==> config.mk <==
export PLATFORM = sky130hd
export DESIGN_NAME = fpu_multiplication_seq
export DESIGN_NICKNAME = d
export VERILOG_FILES = /design/src/rtl/fpu_pkg.sv /design/src/rtl/fpu_mant_mult_iter.sv /design/src/rtl/fpu_multiplication_seq.sv
export SDC_FILE = /design/constraint.sdc
export NUM_CORES = 1
export LEC_CHECK = 0
export CAP_MARGIN = 10
export CORE_ASPECT_RATIO = 0.6
export CORE_MARGIN = 8
export CORE_UTILIZATION = 45
export CTS_CLUSTER_DIAMETER = 150
export CTS_CLUSTER_SIZE = 14
export DETAILED_ROUTE_END_ITERATION = 10
export PLACE_DENSITY = 0.66
export SETUP_SLACK_MARGIN = 0.3
export SYNTH_ARGS = -nofsm -noshare
export SYNTH_HDL_FRONTEND = slang
export SYNTH_SLANG_ARGS = --single-unit
export TNS_END_PERCENT = 1
==> constraint.sdc <==
create_clock -name clk -period 5.5 [get_ports clk]
set_input_delay 0.825 -clock clk [delete_from_list [all_inputs] [get_ports clk]]
set_output_delay 0.825 -clock clk [all_outputs]
set_load 0.01 [all_outputs]
==> src/rtl/fpu_pkg.sv <==
// Shared constants, FSM state type and operand classification for the FPU multiplier.
package fpu_pkg;

  localparam int unsigned SIGN_W = 1;
  localparam int unsigned EXP_W  = 8;
  localparam int unsigned FRAC_W = 23;
  localparam int unsigned MANT_W = 24;
  localparam int unsigned PROD_W = 48;

  localparam int EXP_BIAS = 127;
  localparam int EXP_MAX  = 255;

  localparam logic [SIGN_W+EXP_W+FRAC_W-1:0] CANON_NAN = 32'h7FC0_0000;

  typedef enum logic [1:0] {
    StIdle,
    StMult,
    StNorm,
    StPack
  } state_e;

  typedef struct packed {
    logic zero;
    logic inf;
    logic nan;
  } op_class_t;

  // Denormals (exp == 0) are treated as zero.
  function automatic op_class_t classify(input logic [EXP_W+FRAC_W-1:0] f);
    op_class_t c;
    c.zero = (f[EXP_W+FRAC_W-1:FRAC_W] == '0);
    c.inf  = (f[EXP_W+FRAC_W-1:FRAC_W] == '1) && (f[FRAC_W-1:0] == '0);
    c.nan  = (f[EXP_W+FRAC_W-1:FRAC_W] == '1) && (f[FRAC_W-1:0] != '0);
    return c;
  endfunction

endpackage

==> src/rtl/fpu_mant_mult_iter.sv <==
// 24x24 shift-add mantissa multiplier: one partial product per clock after load.
module fpu_mant_mult_iter
  import fpu_pkg::*;
(
  input  logic              clk,
  input  logic              rst_n,
  input  logic              load,
  input  logic [MANT_W-1:0] a,
  input  logic [MANT_W-1:0] b,
  output logic              busy,
  output logic              last,
  output logic [PROD_W-1:0] product
);

  logic [MANT_W-1:0] a_q, b_q;
  logic [PROD_W-1:0] acc_q;
  logic [4:0]        cnt_q;
  logic              run_q;

  always_ff @(posedge clk) begin
    if (!rst_n) begin
      a_q   <= '0;
      b_q   <= '0;
      acc_q <= '0;
      cnt_q <= '0;
      run_q <= 1'b0;
    end else if (load) begin
      a_q   <= a;
      b_q   <= b;
      acc_q <= '0;
      cnt_q <= '0;
      run_q <= 1'b1;
    end else if (run_q) begin
      if (b_q[cnt_q]) begin
        acc_q <= acc_q + ({{MANT_W{1'b0}}, a_q} << cnt_q);
      end
      if (cnt_q == 5'(MANT_W - 1)) begin
        run_q <= 1'b0;
      end else begin
        cnt_q <= cnt_q + 5'd1;
      end
    end
  end

  assign busy    = run_q;
  // High during the final iteration so the controller can leave MULT on that edge.
  assign last    = run_q && (cnt_q == 5'(MANT_W - 1));
  assign product = acc_q;

endmodule

==> src/rtl/fpu_multiplication_seq.sv <==
// Iterative single-precision multiplier, 26-cycle fixed latency start-to-done.
// Define ROUND_NEAREST_EN for round-to-nearest-even; otherwise the result is truncated.
module fpu_multiplication_seq
  import fpu_pkg::*;
(
  input  logic        clk,
  input  logic        rst_n,
  input  logic        start,
  input  logic [31:0] float_num1,
  input  logic [31:0] float_num2,
  output logic        busy,
  output logic        done,
  output logic [31:0] mul_result,
  output logic        overflow,
  output logic        underflow,
  output logic        invalid
);

  state_e state_q, state_d;

  logic              sign_q, nan_q, inf_q, zero_q;
  logic signed [9:0] exp_base_q, exp_q;
  logic [FRAC_W-1:0] frac_q;
  logic              round_q;

  op_class_t         cls1, cls2;
  logic              load;
  logic signed [9:0] exp_base_d;
  logic              iter_busy, iter_last;
  logic [PROD_W-1:0] product;

  assign cls1 = classify(float_num1[30:0]);
  assign cls2 = classify(float_num2[30:0]);
  assign load = (state_q == StIdle) && start;
  assign exp_base_d = $signed({2'b00, float_num1[30:23]}) + $signed({2'b00, float_num2[30:23]})
                      - 10'(EXP_BIAS);

  fpu_mant_mult_iter u_mant (
    .clk     (clk),
    .rst_n   (rst_n),
    .load    (load),
    .a       ({1'b1, float_num1[FRAC_W-1:0]}),
    .b       ({1'b1, float_num2[FRAC_W-1:0]}),
    .busy    (iter_busy),
    .last    (iter_last),
    .product (product)
  );

  logic              unused_iter;
  assign unused_iter = iter_busy;

  always_comb begin
    state_d = state_q;
    unique case (state_q)
      StIdle:  if (start) state_d = StMult;
      StMult:  if (iter_last) state_d = StNorm;
      StNorm:  state_d = StPack;
      StPack:  state_d = StIdle;
      default: state_d = StIdle;
    endcase
  end

  // Normalisation: product of two 1.x mantissas lies in [1, 4).
  logic [FRAC_W-1:0] norm_frac;
  logic              norm_guard, norm_sticky, norm_round;
  logic signed [9:0] norm_exp;

  always_comb begin
    if (product[PROD_W-1]) begin
      norm_frac   = product[46:24];
      norm_guard  = product[23];
      norm_sticky = |product[22:0];
      norm_exp    = exp_base_q + 10'sd1;
    end else begin
      norm_frac   = product[45:23];
      norm_guard  = product[22];
      norm_sticky = |product[21:0];
      norm_exp    = exp_base_q;
    end
  end

`ifdef ROUND_NEAREST_EN
  assign norm_round = norm_guard & (norm_sticky | norm_frac[0]);
`else
  logic unused_round;
  assign unused_round = norm_guard ^ norm_sticky;
  assign norm_round   = 1'b0;
`endif

  logic [FRAC_W:0]   frac_sum;
  logic signed [9:0] exp_rnd;
  logic [31:0]       result_d;
  logic              ovf_d, unf_d, inv_d;

  always_comb begin
    frac_sum = {1'b0, frac_q} + {{FRAC_W{1'b0}}, round_q};
    exp_rnd  = exp_q + $signed({9'd0, frac_sum[FRAC_W]});
    result_d = {sign_q, exp_rnd[7:0], frac_sum[FRAC_W-1:0]};
    ovf_d    = 1'b0;
    unf_d    = 1'b0;
    inv_d    = 1'b0;
    if (nan_q) begin
      result_d = CANON_NAN;
      inv_d    = 1'b1;
    end else if (inf_q) begin
      result_d = {sign_q, 8'hFF, 23'h0};
    end else if (zero_q) begin
      result_d = {sign_q, 31'h0};
    end else if (exp_rnd >= $signed(10'(EXP_MAX))) begin
      result_d = {sign_q, 8'hFF, 23'h0};
      ovf_d    = 1'b1;
    end else if (exp_rnd <= 10'sd0) begin
      result_d = {sign_q, 31'h0};
      unf_d    = 1'b1;
    end
  end

  always_ff @(posedge clk) begin
    if (!rst_n) begin
      state_q    <= StIdle;
      busy       <= 1'b0;
      done       <= 1'b0;
      mul_result <= '0;
      overflow   <= 1'b0;
      underflow  <= 1'b0;
      invalid    <= 1'b0;
      sign_q     <= 1'b0;
      nan_q      <= 1'b0;
      inf_q      <= 1'b0;
      zero_q     <= 1'b0;
      exp_base_q <= '0;
      exp_q      <= '0;
      frac_q     <= '0;
      round_q    <= 1'b0;
    end else begin
      state_q <= state_d;
      done    <= 1'b0;
      unique case (state_q)
        StIdle: begin
          if (start) begin
            busy       <= 1'b1;
            overflow   <= 1'b0;
            underflow  <= 1'b0;
            invalid    <= 1'b0;
            sign_q     <= float_num1[31] ^ float_num2[31];
            nan_q      <= cls1.nan | cls2.nan | (cls1.inf & cls2.zero) | (cls2.inf & cls1.zero);
            inf_q      <= cls1.inf | cls2.inf;
            zero_q     <= cls1.zero | cls2.zero;
            exp_base_q <= exp_base_d;
          end
        end
        StNorm: begin
          frac_q  <= norm_frac;
          round_q <= norm_round;
          exp_q   <= norm_exp;
        end
        StPack: begin
          mul_result <= result_d;
          overflow   <= ovf_d;
          underflow  <= unf_d;
          invalid    <= inv_d;
          done       <= 1'b1;
          busy       <= 1'b0;
        end
        default: ;
      endcase
    end
  end

endmodule
==> impl_metrics.tcl <==
set metrics [dict create \
    status "complete, no violations" \
    ys_seq_area_frac 0.309 \
    routed_wl_um 33300 \
    syn_to_final_growth_pct 14.9 \
    syn_area_per_cell_um2 8.04 \
    worstRegToRegCells 16 \
    synthCells 1504 \
    multi_input_area_mm2 0.00788 \
    min_period_over_period 0.880 \
    vias 10971 \
    route.detailed.drc 0 \
    globalplace.congestion 0.948 \
    clk_pin_slew_worst_paths_ps 70 \
    required_ps 5830 \
    reg2reg_from "u_mant.cnt_q[0]$_SDFFE_PP0P_" \
    p_total_w 0.00452 \
    hold_path.class "reg2reg" \
    ys.flop_type "dfxtp_1" \
    final_hold_viol_count 0 \
    ioPinCount 104 \
    slew_violations 0 \
    synth_cell_type_count 63 \
    syn-cell-area_mm2 0.0121 \
    rsz0062_at_grt "no" \
    grt_pass1_wl_um 53600 \
    finClkSkew_ps 7.89 \
    critPathCaptureType "flip-flop" \
    cp-start-kind "flip-flop" \
    rows 46 \
    grt_use_met1 0.313 \
    grt_pass1_vias 10124 \
    p_leak_nw 5.52 \
    tritoncts "done" \
    synth_edf_count 0 \
    setup_viol_count_final 0 \
    slew_headroom 0.274 \
    initial_utilization 0.458 \
    cts-hold-fix-buffers 0 \
    n_antenna_cell 0 \
    numCtsBuffers 17 \
    grt_util_met3 0.0590 \
    yosysTopAreaCell "dfxtp_1" \
    dieArea_mm2 0.0326 \
    dr.pass1.iters 5 \
    hp-start "u_mant.b_q[17]$_SDFFE_PN0P_" \
    grt_use_total 0.205 \
    wl_per_cell_um 17.4 \
    min_period_ps 4840 \
    crit_type "reg2reg" \
    grt_max_degree 73 \
    synth_top_area_share 0.309 \
    cts_max_level 4 \
    clock-root-buffer "clkbuf_16" \
    vias_per_cell 5.72 \
    grt_busiest_layer "met1" \
    ant_nets 0 \
    whs_ps 464 \
    yosysMostFrequentCell "nand2_1" \
    die_h_um 143 \
    cp.arrival_ps 5170 \
    power_density_mw_per_mm2 325 \
    synth_area_leaders "dfxtp_1 (31%), ha_1 (7.0%), nand2_1 (7.0%)" \
    antenna_found_initial 0 \
    gr-total-overflow 0 \
    path_max_fanout 12 \
    postSynth.asyncResetShare 0 \
    ys_warn_count 0 \
    first_iter_violations 1149 \
    dp_hpwl_um 24700 \
    port-buffer-count 103 \
    fp.dieW_um 228 \
    synthesis.nets 1641 \
    num-nets-final 1684 \
    cts.path.max_buffers 2 \
    max_freq_ghz 0.207 \
    clock_latency_ps 450 \
    core_area_mm2 0.0264 \
    cap_violations 0 \
    post-cts-setup-buffers 0 \
    ys_seq_elements 187 \
    tns_ps 0 \
    ir_drop_uv 203 \
    drive_gt1_frac 0.0591 \
    hold_depth 2 \
    critPathLaunch "u_mant.cnt_q[0]$_SDFFE_PP0P_" \
    synth_common_cells "nand2_1 (224), dfxtp_1 (187), a21oi_1 (123)" \
    clkSinkCount 187 \
    seq_area_mm2 0.00375 \
    fill_cells 2454 \
    grtUsageMet2 0.275 \
    worst_pin_slew_ps 1090 \
]
==> logic make-up after synthesis <==
kind of cell    after synthesis  synth area share
simple gates                563             0.219
compound gates              413             0.224
flops                       187             0.309
buf+inv                     121            0.0394
mux                         101            0.0997
fa+ha+maj                    70            0.0736
xor+xnor                     49            0.0355
==> stage by stage <==
step           utilization  cells  setup slack, ps  cell area [um2]
2_1_floorplan            -   1504             1170            12100
3_3_place_gp         0.505   1888              805            13300
3_5_place_dp         0.505   1888              734            13300
4_1_cts              0.526   1918              711            13900
5_1_grt              0.526   1918              318            13900
6_report             0.526   1918              658            13900
==> critical path: stages (launching register included) <==
cell,delay (ps)
dfxtp_1,720
clkinv_1,430
mux2i_1,320
nand2_1,80
nand2_1,100
o21ai_0,120
o22ai_1,450
ha_1,390
or2_2,340
and2_1,180
o32a_1,210
nand4b_1,180
o21ba_2,250
a21oi_1,510
a21oi_1,180
xnor2_1,170
o21ai_0,80
==> final cells by class <==
| type | count | share of cell area |
|---|---|---|
| clock inverter | 10 | 0.00837 |
| sequential | 187 | 0.270 |
| tap | 360 | 0.0324 |
| inverter | 25 | 0.00675 |
| clock buffer | 20 | 0.0328 |
| timing repair buffer | 120 | 0.0831 |
| multi-input combinational | 1196 | 0.567 |
==> metal layers <==
layer	wire length, um	part of all wire
met3	2650	0.080
met1	17400	0.52
met2	12900	0.39
met5	0	0
met4	391	0.012
==> cell usage in the layout (no fill, tap or decap), drive strengths merged, types with 20 or more instances in the layout <==
master / n
nand2: 224
dfxtp: 187
a21oi: 123
nor2: 113
clkdlybuf4s50: 102
o21ai: 83
mux2i: 71
ha: 68
nor2b: 60
a21boi: 53
o211a: 37
nand3: 31
a21o: 29
xnor2: 28
inv: 25
nand4: 23
and2: 23
xor2: 21
nor3: 20
clkbuf: 20
==> registers in the layout, indices dropped and copies added, names as in the netlist <==
| name | cells |
|---|---|
| busy | 1 |
| done | 1 |
| exp_base_q | 10 |
| exp_q | 10 |
| frac_q | 23 |
| inf_q | 1 |
| invalid | 1 |
| mul_result | 32 |
| nan_q | 1 |
| overflow | 1 |
| sign_q | 1 |
| state_q | 2 |
| u_mant.a_q | 23 |
| u_mant.b_q | 24 |
| u_mant.busy | 1 |
| u_mant.cnt_q | 5 |
| u_mant.product | 48 |
| underflow | 1 |
| zero_q | 1 |
==> what timing repair did <==
item	in CTS	in global routing
resized for setup	0	1
endpoints found under the hold margin	0	0
setup endpoints to repair	0	3
==> where the power goes <==
group	internal, W	switching, W	total, W
registers	0.00157	0.000192	0.00177
logic	0.000602	0.000900	0.00150
clock network	0.000689	0.000557	0.00125
total	0.00287	0.00165	0.00452
==> final timing paths <==
path,slack (ps),to
min reg2reg,460,u_mant.b_q[17]$_SDFFE_PN0P_
min,460,u_mant.b_q[17]$_SDFFE_PN0P_
max reg2reg,660,u_mant.product[46]$_SDFFE_PP0P_
max,660,u_mant.product[46]$_SDFFE_PP0P_
No activity file was read; power rests on OpenSTA's default activity.
